==> config.mk <==
export PLATFORM = sky130hd
export DESIGN_NAME = pixel_layer_arbiter
export DESIGN_NICKNAME = d
export VERILOG_FILES = /design/src/rtl/pixel_layer_arbiter.sv
export SDC_FILE = /design/constraint.sdc
export NUM_CORES = 1
export LEC_CHECK = 0
export ABC_AREA = 1
export CAP_MARGIN = 10
export CORE_ASPECT_RATIO = 0.9
export CORE_MARGIN = 5
export CORE_UTILIZATION = 47
export DETAILED_ROUTE_END_ITERATION = 7
export MAX_ROUTING_LAYER = met4
export PLACE_DENSITY_LB_ADDON = 0.2
export SLEW_MARGIN = 20
export SYNTH_ARGS = -nofsm -noshare
export SYNTH_HDL_FRONTEND = slang
export SYNTH_SLANG_ARGS = --single-unit
==> constraint.sdc <==
create_clock -name clk -period 2.3 [get_ports clk]
set_input_delay 0.575 -clock clk [delete_from_list [all_inputs] [get_ports clk]]
set_output_delay 0.575 -clock clk [all_outputs]
set_load 0.005 [all_outputs]
==> src/rtl/pixel_layer_arbiter.sv <==
`default_nettype none
// ============================================================================
// pixel_layer_arbiter: per-pixel layer priority mux with frame collision report
// Revision: 1.0
// ============================================================================
module pixel_layer_arbiter #(
  parameter int         NUM_LAYERS    = 4,
  parameter int         SCREEN_WIDTH  = 640,
  parameter int         SCREEN_HEIGHT = 480,
  parameter logic [2:0] NONE          = 3'd7,
  parameter logic [2:0] BACKGROUND    = 3'd0
) (
  input  logic                             clk,
  input  logic                             rst_n,
  input  logic                             pix_en,
  input  logic [9:0]                       hPos,
  input  logic [9:0]                       vPos,
  input  logic [3*NUM_LAYERS-1:0]          layer_color,
  input  logic [NUM_LAYERS-1:0]            layer_en,
  output logic [2:0]                       color,
  output logic [9:0]                       hPos_out,
  output logic [9:0]                       vPos_out,
  output logic                             coll_valid,
  output logic [NUM_LAYERS*NUM_LAYERS-1:0] coll_mask,
  output logic                             coll_overrun,
  input  logic                             coll_ack
);

  localparam int         c_MASK_W = NUM_LAYERS * NUM_LAYERS;
  localparam logic [9:0] c_WIDTH  = 10'(SCREEN_WIDTH);
  localparam logic [9:0] c_HEIGHT = 10'(SCREEN_HEIGHT);

  typedef enum logic [0:0] {
    WAIT_SOF = 1'b0,
    ACCUM    = 1'b1
  } state_t;

  state_t                r_state;
  state_t                w_nextState;
  logic [c_MASK_W-1:0]   r_acc;
  logic [c_MASK_W-1:0]   w_pairs;
  logic [NUM_LAYERS-1:0] w_opaque;
  logic [2:0]            w_pixColor;
  logic                  w_visible;
  logic                  w_sof;
  logic                  w_eof;
  logic                  w_accumEn;

  assign w_visible = (hPos < c_WIDTH) && (vPos < c_HEIGHT);
  assign w_sof     = pix_en && (hPos == 10'd0) && (vPos == 10'd0);
  assign w_eof     = pix_en && (hPos == 10'd0) && (vPos == c_HEIGHT) && (r_state == ACCUM);
  // The SOF pixel itself belongs to the frame, so it is accumulated while still in WAIT_SOF.
  assign w_accumEn = pix_en && w_visible && ((r_state == ACCUM) || w_sof);

  for (genvar gi = 0; gi < NUM_LAYERS; gi++) begin : g_opaque
    assign w_opaque[gi] = layer_en[gi] && (layer_color[3*gi +: 3] != NONE);
  end

  for (genvar gi = 0; gi < NUM_LAYERS; gi++) begin : g_row
    for (genvar gj = 0; gj < NUM_LAYERS; gj++) begin : g_col
      if (gi < gj) begin : g_pair
        assign w_pairs[gi*NUM_LAYERS+gj] = w_opaque[gi] & w_opaque[gj];
      end else begin : g_zero
        assign w_pairs[gi*NUM_LAYERS+gj] = 1'b0;
      end
    end
  end

  always_comb begin
    w_pixColor = BACKGROUND;
    for (int i = NUM_LAYERS - 1; i >= 0; i--) begin
      if (w_opaque[i]) w_pixColor = layer_color[3*i +: 3];
    end
  end

  always_comb begin
    w_nextState = r_state;
    if ((r_state == WAIT_SOF) && w_sof) w_nextState = ACCUM;
  end

  always_ff @(posedge clk or negedge rst_n) begin
    if (!rst_n) r_state <= WAIT_SOF;
    else        r_state <= w_nextState;
  end

  always_ff @(posedge clk or negedge rst_n) begin
    if (!rst_n) begin
      color    <= 3'd0;
      hPos_out <= 10'd0;
      vPos_out <= 10'd0;
    end else if (pix_en) begin
      color    <= w_visible ? w_pixColor : 3'd0;
      hPos_out <= hPos;
      vPos_out <= vPos;
    end
  end

  // The EOF pixel is never visible, so clearing acc on EOF cannot drop a hit.
  always_ff @(posedge clk or negedge rst_n) begin
    if (!rst_n) begin
      r_acc        <= '0;
      coll_valid   <= 1'b0;
      coll_mask    <= '0;
      coll_overrun <= 1'b0;
    end else if (w_eof) begin
      r_acc <= '0;
      if (!coll_valid || coll_ack) begin
        coll_mask    <= r_acc;
        coll_valid   <= 1'b1;
        coll_overrun <= 1'b0;
      end else begin
        coll_mask    <= coll_mask | r_acc;
        coll_overrun <= 1'b1;
      end
    end else begin
      if (w_accumEn) r_acc <= r_acc | w_pairs;
      if (coll_ack && coll_valid) begin
        coll_valid   <= 1'b0;
        coll_overrun <= 1'b0;
      end
    end
  end

endmodule
`default_nettype wire

==> results of run 1 <==
[path summary, 6_finish.rpt]
check	startpoint	endpoint	slack, ns	cells after the start
worst max-delay path	coll_mask[14]$_DFFE_PN0P_	coll_mask[14]	0.37	1
worst min-delay path	rst_n	hPos_out[3]$_DFFE_PN0P_	0.38	1
worst max register to register	r_state$_DFFE_PN0P_	coll_mask[1]$_DFFE_PN0P_	1.03	6
worst min register to register	hPos_out[8]$_DFFE_PN0P_	hPos_out[8]$_DFFE_PN0P_	0.47	2
max in group asynchronous	rst_n	coll_mask[14]$_DFFE_PN0P_	1.39	1
min in group clk	hPos_out[8]$_DFFE_PN0P_	hPos_out[8]$_DFFE_PN0P_	0.47	2
[routing by layer]
layer	wire length [microns]	global-route usage
met1	2271	0.2472
met2	2185	0.2888
met5	0	-
met4	87	0.06870
met3	413	0.06079
[cell usage in the layout, fill, tap and decap left out, drive strengths merged]
cell type	instances
nand2	111
clkdlybuf4s50	79
nor2	41
dfrtp	39
nand3	23
inv	21
o21ai	10
o21bai	6
clkbuf	6
buf	4
or2	2
nand4	2
a31oi	1
nor3	1
and2	1
a21oi	1
bufinv	1
clkinv	1
[power by group through the flow]
stage	Sequential [W]	Combinational, W	Clock [W]
floorplan	0.000799	0.000139	0
global placement	0.000804	0.000331	0
detailed placement	0.000804	0.000335	0
CTS	0.000792	0.000341	0.000594
global route	0.000803	0.000381	0.000630
finish	0.000793	0.000338	0.000581
[flip-flops by register name (all words and copies together) (netlist names)]
signal        cells
coll_valid        1
vPos_out         10
coll_mask         7
coll_overrun      1
hPos_out         10
r_state           1
r_acc             6
color             3
[through the flow]
stage               utilization  setup WS, ns   power, W
floorplan                     -        0.8241  0.0009375
global route             0.7133        0.2667   0.001813
finish                   0.7133        0.3711   0.001712
detailed placement       0.6848        0.1835   0.001139
CTS                      0.7133        0.3403   0.001727
global placement         0.6848        0.1876   0.001134
[synthesized netlist by cell type]
cell / n / area share
nor2_2: 4 / 0.012
nand3_1: 22 / 0.054
dfrtp_1: 39 / 0.48
nand3_2: 1 / 0.0049
clkbuf_1: 3 / 0.0055
o21ai_1: 10 / 0.025
nand4_1: 1 / 0.0031
nor3_4: 1 / 0.0080
o21bai_1: 6 / 0.022
or2_1: 2 / 0.0061
inv_2: 8 / 0.015
inv_1: 13 / 0.024
a31oi_1: 1 / 0.0031
nand2_1: 109 / 0.20
nand2_2: 2 / 0.0061
a21oi_4: 1 / 0.0080
nand4_4: 1 / 0.010
nor2_1: 36 / 0.066
buf_2: 1 / 0.0025
nor2_4: 1 / 0.0055
buf_1: 1 / 0.0018
and2_2: 1 / 0.0037
buf_4: 9 / 0.033
[cell type report]
cell class | instances | area, sq um | share of cell area
clock buffers | 6 | 82.58 | 0.02804
well taps | 48 | 60.06 | 0.02039
repair buffers | 83 | 818.3 | 0.2778
inverters | 21 | 78.83 | 0.02676
multi-input cells | 199 | 894.6 | 0.3037
flip-flops and latches | 39 | 975.9 | 0.3314
clock inverters | 2 | 35.03 | 0.01189
[cell families after synthesis]
group	count (synthesis)
AND/OR/NAND/NOR	181
flip-flops	39
buffers and inverters	35
AO/OA/AOI/OAI	18
==> flow_metrics.env, run 1 <==
export IMPL_status="completed"
export IMPL_tns_ns=0
export IMPL_whs_ns=0.3754
export IMPL_ys_seq_elements=39
export IMPL_drtIter0Drc=85
export IMPL_critPathRequiredTime_ns=1.73
export IMPL_diodes=0
export IMPL_switchingPower_w=0.0004244
export IMPL_track_usage=0.1929
export IMPL_synthCells=273
export IMPL_via_per_inst=4.849
export IMPL_numPortBuffers=80
export IMPL_cts_resized=0
export IMPL_power_density_nw_per_um2=581.2
export IMPL_cts_clk_slew_worst_paths_ns=0.08
export IMPL_numCtsBuffers=5
export IMPL_antenna_found_initial=0
export IMPL_intPower_w=0.001287
export IMPL_synth_top_family_by_area="simple AND/OR/NAND/NOR gates"
export IMPL_final_hold_viol_count=0
export IMPL_final_area_sq_um=2945
export IMPL_post_cts_buffers=0
export IMPL_ant_nets=0
export IMPL_cts_root_buf="clkbuf_8"
export IMPL_areaGrowthSynthToFinish_pct=44.59
export IMPL_period_minus_slack_ns=1.929
export IMPL_wl_per_cell_microns=12.46
export IMPL_fin_crit_sh=0.8386
export IMPL_switching_share=0.2479
export IMPL_drv_slew=0
export IMPL_drc=0
export IMPL_clockBufferDepth=2
export IMPL_globalRouteOverflowTotal=0
export IMPL_synthXorXnorAreaFrac=0
export IMPL_synth_distinct_cells=23
export IMPL_boundaryPins=81
export IMPL_dieArea_sq_um=5753
export IMPL_synth_compound_area_frac=0.05774
export IMPL_vias=1930
export IMPL_coreArea_sq_um=4129
export IMPL_clk_latency_ns=0.29
export IMPL_synth_nets=313
export IMPL_fp_dieW_microns=79.40
export IMPL_ir_drop_uv=415.3
export IMPL_relSlewSlack=0.4430
export IMPL_max_freq_mhz=518.4
export IMPL_critPathMaxFanout=11
export IMPL_fp_dieH_microns=72.46
export IMPL_pwr_share_comb=0.197
export IMPL_path_buf_inv=1
export IMPL_yosys_area_share_adder=0
export IMPL_placed_area_sq_um=2828
export IMPL_num_rows=22
export IMPL_wl_microns=4958
export IMPL_hp_class="primary input to asynchronous set/reset pin"
export IMPL_drt_pass1_iterations=4
export IMPL_drive_above_1_share=0.09143
export IMPL_start_util=0.4933
export IMPL_power_frac_seq=0.463
export IMPL_cp_cell_sequence="clkdlybuf4s50_1"
export IMPL_dp_hpwl_microns=3876
export IMPL_n_fill_cell=350
export IMPL_grt_pass1_vias=1803
export IMPL_avgSynthCellArea_sq_um=7.461
export IMPL_skew_ns=0.001015
export IMPL_finalSetupViolations=0
export IMPL_rsz0062_at_grt="false"
export IMPL_synthMuxAreaShare=0
export IMPL_ys_warn_count=0
export IMPL_crit_path_start_kind="flop"
export IMPL_grt_first_pass_wirelength_microns=8438
export IMPL_synth_simple_gate_area_frac=0.3814
export IMPL_worstMarginPinSlew_ns=0.8354
export IMPL_cts_sinks=39
export IMPL_power_frac_clock=0.340
export IMPL_critical_path_top_delay_family="buffers and inverters"
export IMPL_grt_start_max_net_pins=40
export IMPL_slowest_delay_ns=0.57
export IMPL_end_kind="output pin"
export IMPL_dp_cells=390
export IMPL_cap_violations=0
export IMPL_final_nets=389
export IMPL_cts_tree="yes"
export IMPL_critPathSlowestCell="clkdlybuf4s50_1"
export IMPL_gp_congestion=0.8967
export IMPL_final_cells=398
export IMPL_crit_type="flop to output pin"
export IMPL_yosysSeqAreaShare=0.4791
export IMPL_critPathArrivalTime_ns=1.35
export IMPL_syn_area_sq_um=2037
export IMPL_p_leak_nw=1.418
export IMPL_h_tree_depth=2
export IMPL_ctsHoldBuffers=0
Power figures use the tool's default switching activity.
==> inputs of run 2 (changes only) <==
Settings changed: CORE_UTILIZATION 47 to 43.
Clock period 2.3 ns to 2 ns, I/O delays scaled along.
==> flow_metrics.env, run 2 (synthesized netlist as in run 1, its figures left out) <==
export IMPL_drtIter0Drc=73
export IMPL_end_kind="output pin"
export IMPL_ant_nets=0
export IMPL_boundaryPins=81
export IMPL_tns_ns=0
export IMPL_n_fill_cell=417
export IMPL_critical_path_top_delay_family="buffers and inverters"
export IMPL_clk_latency_ns=0.28
export IMPL_post_cts_buffers=0
export IMPL_ctsHoldBuffers=0
export IMPL_grt_first_pass_wirelength_microns=8528
export IMPL_final_hold_viol_count=0
export IMPL_cts_tree="yes"
export IMPL_status="completed"
export IMPL_multi_input_comb_area_sq_um=894.6
export IMPL_cts_resized=0
export IMPL_hp_class="primary input to asynchronous set/reset pin"
export IMPL_final_common_cell="nand2_1"
export IMPL_critPathMaxFanout=11
export IMPL_diodes=0
export IMPL_crit_path_start_kind="flop"
export IMPL_skew_ns=0.002000
export IMPL_fp_dieH_microns=75.30
export IMPL_cts_clk_slew_worst_paths_ns=0.07
export IMPL_drv_slew=0
export IMPL_via_per_inst=4.538
export IMPL_dp_hpwl_microns=3997
export IMPL_whs_ns=0.2321
export IMPL_num_rows=23
export IMPL_path_buf_inv=1
export IMPL_coreArea_sq_um=4518
export IMPL_vias=1897
export IMPL_finalSetupViolations=0
export IMPL_start_util=0.4508
export IMPL_critPathRequiredTime_ns=1.50
export IMPL_critPathArrivalTime_ns=1.35
export IMPL_cap_violations=0
export IMPL_seqCellArea_sq_um=975.9
export IMPL_grt_pass1_vias=1913
export IMPL_rsz0062_at_grt="false"
export IMPL_final_cell_mix="nand2_1 (109), clkdlybuf4s50_1 (79), dfrtp_1 (39), nor2_1 (36), nand3_1 (22)"
export IMPL_track_usage=0.1833
export IMPL_grt_start_max_net_pins=30
export IMPL_dieArea_sq_um=6216
export IMPL_max_freq_mhz=541.2
export IMPL_power_density_nw_per_um2=609.4
export IMPL_fp_dieW_microns=82.55
export IMPL_top_regs="hPos_out: 10 flops, vPos_out: 10 flops, coll_mask: 7 flops"
export IMPL_globalRouteOverflowTotal=0
export IMPL_h_tree_depth=2
export IMPL_cts_root_buf="clkbuf_8"
export IMPL_numPortBuffers=80
export IMPL_drt_pass1_iterations=4
export IMPL_cts_sinks=39
export IMPL_numCtsBuffers=5
export IMPL_final_nets=396
export IMPL_wl_per_cell_microns=11.82
export IMPL_crit_type="flop to output pin"
export IMPL_cp_cell_sequence="clkdlybuf4s50_1"
export IMPL_period_minus_slack_ns=1.848
export IMPL_drive_above_1_share=0.1067
export IMPL_p_leak_nw=1.439
export IMPL_drc=0
export IMPL_fin_crit_sh=0.9238
export IMPL_slowest_delay_ns=0.57
export IMPL_relSlewSlack=0.5826
export IMPL_ir_drop_uv=530.0
export IMPL_wl_microns=4942
export IMPL_gp_congestion=0.7937
export IMPL_clockBufferDepth=2
export IMPL_antenna_found_initial=0
export IMPL_areaGrowthSynthToFinish_pct=46.56
export IMPL_worstMarginPinSlew_ns=0.6261
export IMPL_critPathSlowestCell="clkdlybuf4s50_1"
==> run 2: worst paths after layout <==
check / start / to / slack, ns / depth (start not counted)
min in group clk: hPos_out[7]$_DFFE_PN0P_ / hPos_out[7]$_DFFE_PN0P_ / 0.47 / 2
setup reg to reg: r_state$_DFFE_PN0P_ / coll_mask[7]$_DFFE_PN0P_ / 0.78 / 6
hold reg to reg: hPos_out[7]$_DFFE_PN0P_ / hPos_out[7]$_DFFE_PN0P_ / 0.47 / 2
max in group asynchronous: rst_n / coll_mask[6]$_DFFE_PN0P_ / 1.16 / 2
hold / removal: rst_n / vPos_out[0]$_DFFE_PN0P_ / 0.23 / 1
setup / recovery: coll_mask[14]$_DFFE_PN0P_ / coll_mask[14] / 0.15 / 1
==> run 2: worst reg2reg max path: stages (launching register included) <==
cell	delay, ns
dfrtp_1	0.36
inv_2	0.07
nor2_1	0.25
nand2_1	0.11
nor2_2	0.21
nand2_1	0.10
nand2_1	0.07
==> run 2: layout make-up <==
cell class | instances | area share
clock buffer | 6 | 0.02766
inverter | 21 | 0.02640
tap | 62 | 0.02598
timing repair buffer | 90 | 0.2917
sequential | 39 | 0.3269
multi-input combinational | 199 | 0.2997
clock inverter | 1 | 0.001676
==> run 2: through the flow <==
step	std cells	worst slack, ns	instance area [sq um]	power [W]	utilization
2_1_floorplan	273	0.5991	2037	0.001078	-
3_3_place_gp	411	0.04116	2898	0.001313	0.6414
3_5_place_dp	411	0.003503	2898	0.001321	0.6414
4_1_cts	418	0.1175	2985	0.001847	0.6608
5_1_grt	418	0.05597	2985	0.001937	0.6608
6_report	418	0.1523	2985	0.001819	0.6608
==> run 2: power breakdown <==
part | switching, W | internal (W) | leakage [nW]
logic | 0.000171 | 0.000222 | 0.900
clock network | 0.000244 | 0.000270 | 0.0470
registers | 0.0000504 | 0.000862 | 0.492
==> run 2: routing by layer <==
layer / part of all wire / track usage
met1: 0.48 / 0.2370
met2: 0.43 / 0.2936
met3: 0.064 / 0.03191
met4: 0.019 / 0.06171
met5: 0 / -
==> inputs of run 3 (changes only) <==
Settings changed: SKIP_LAST_GASP from default to 1, SLEW_MARGIN 20 to 30.
==> results of run 3 <==
The final DEF is identical to that of run 2; final timing and power are the same.
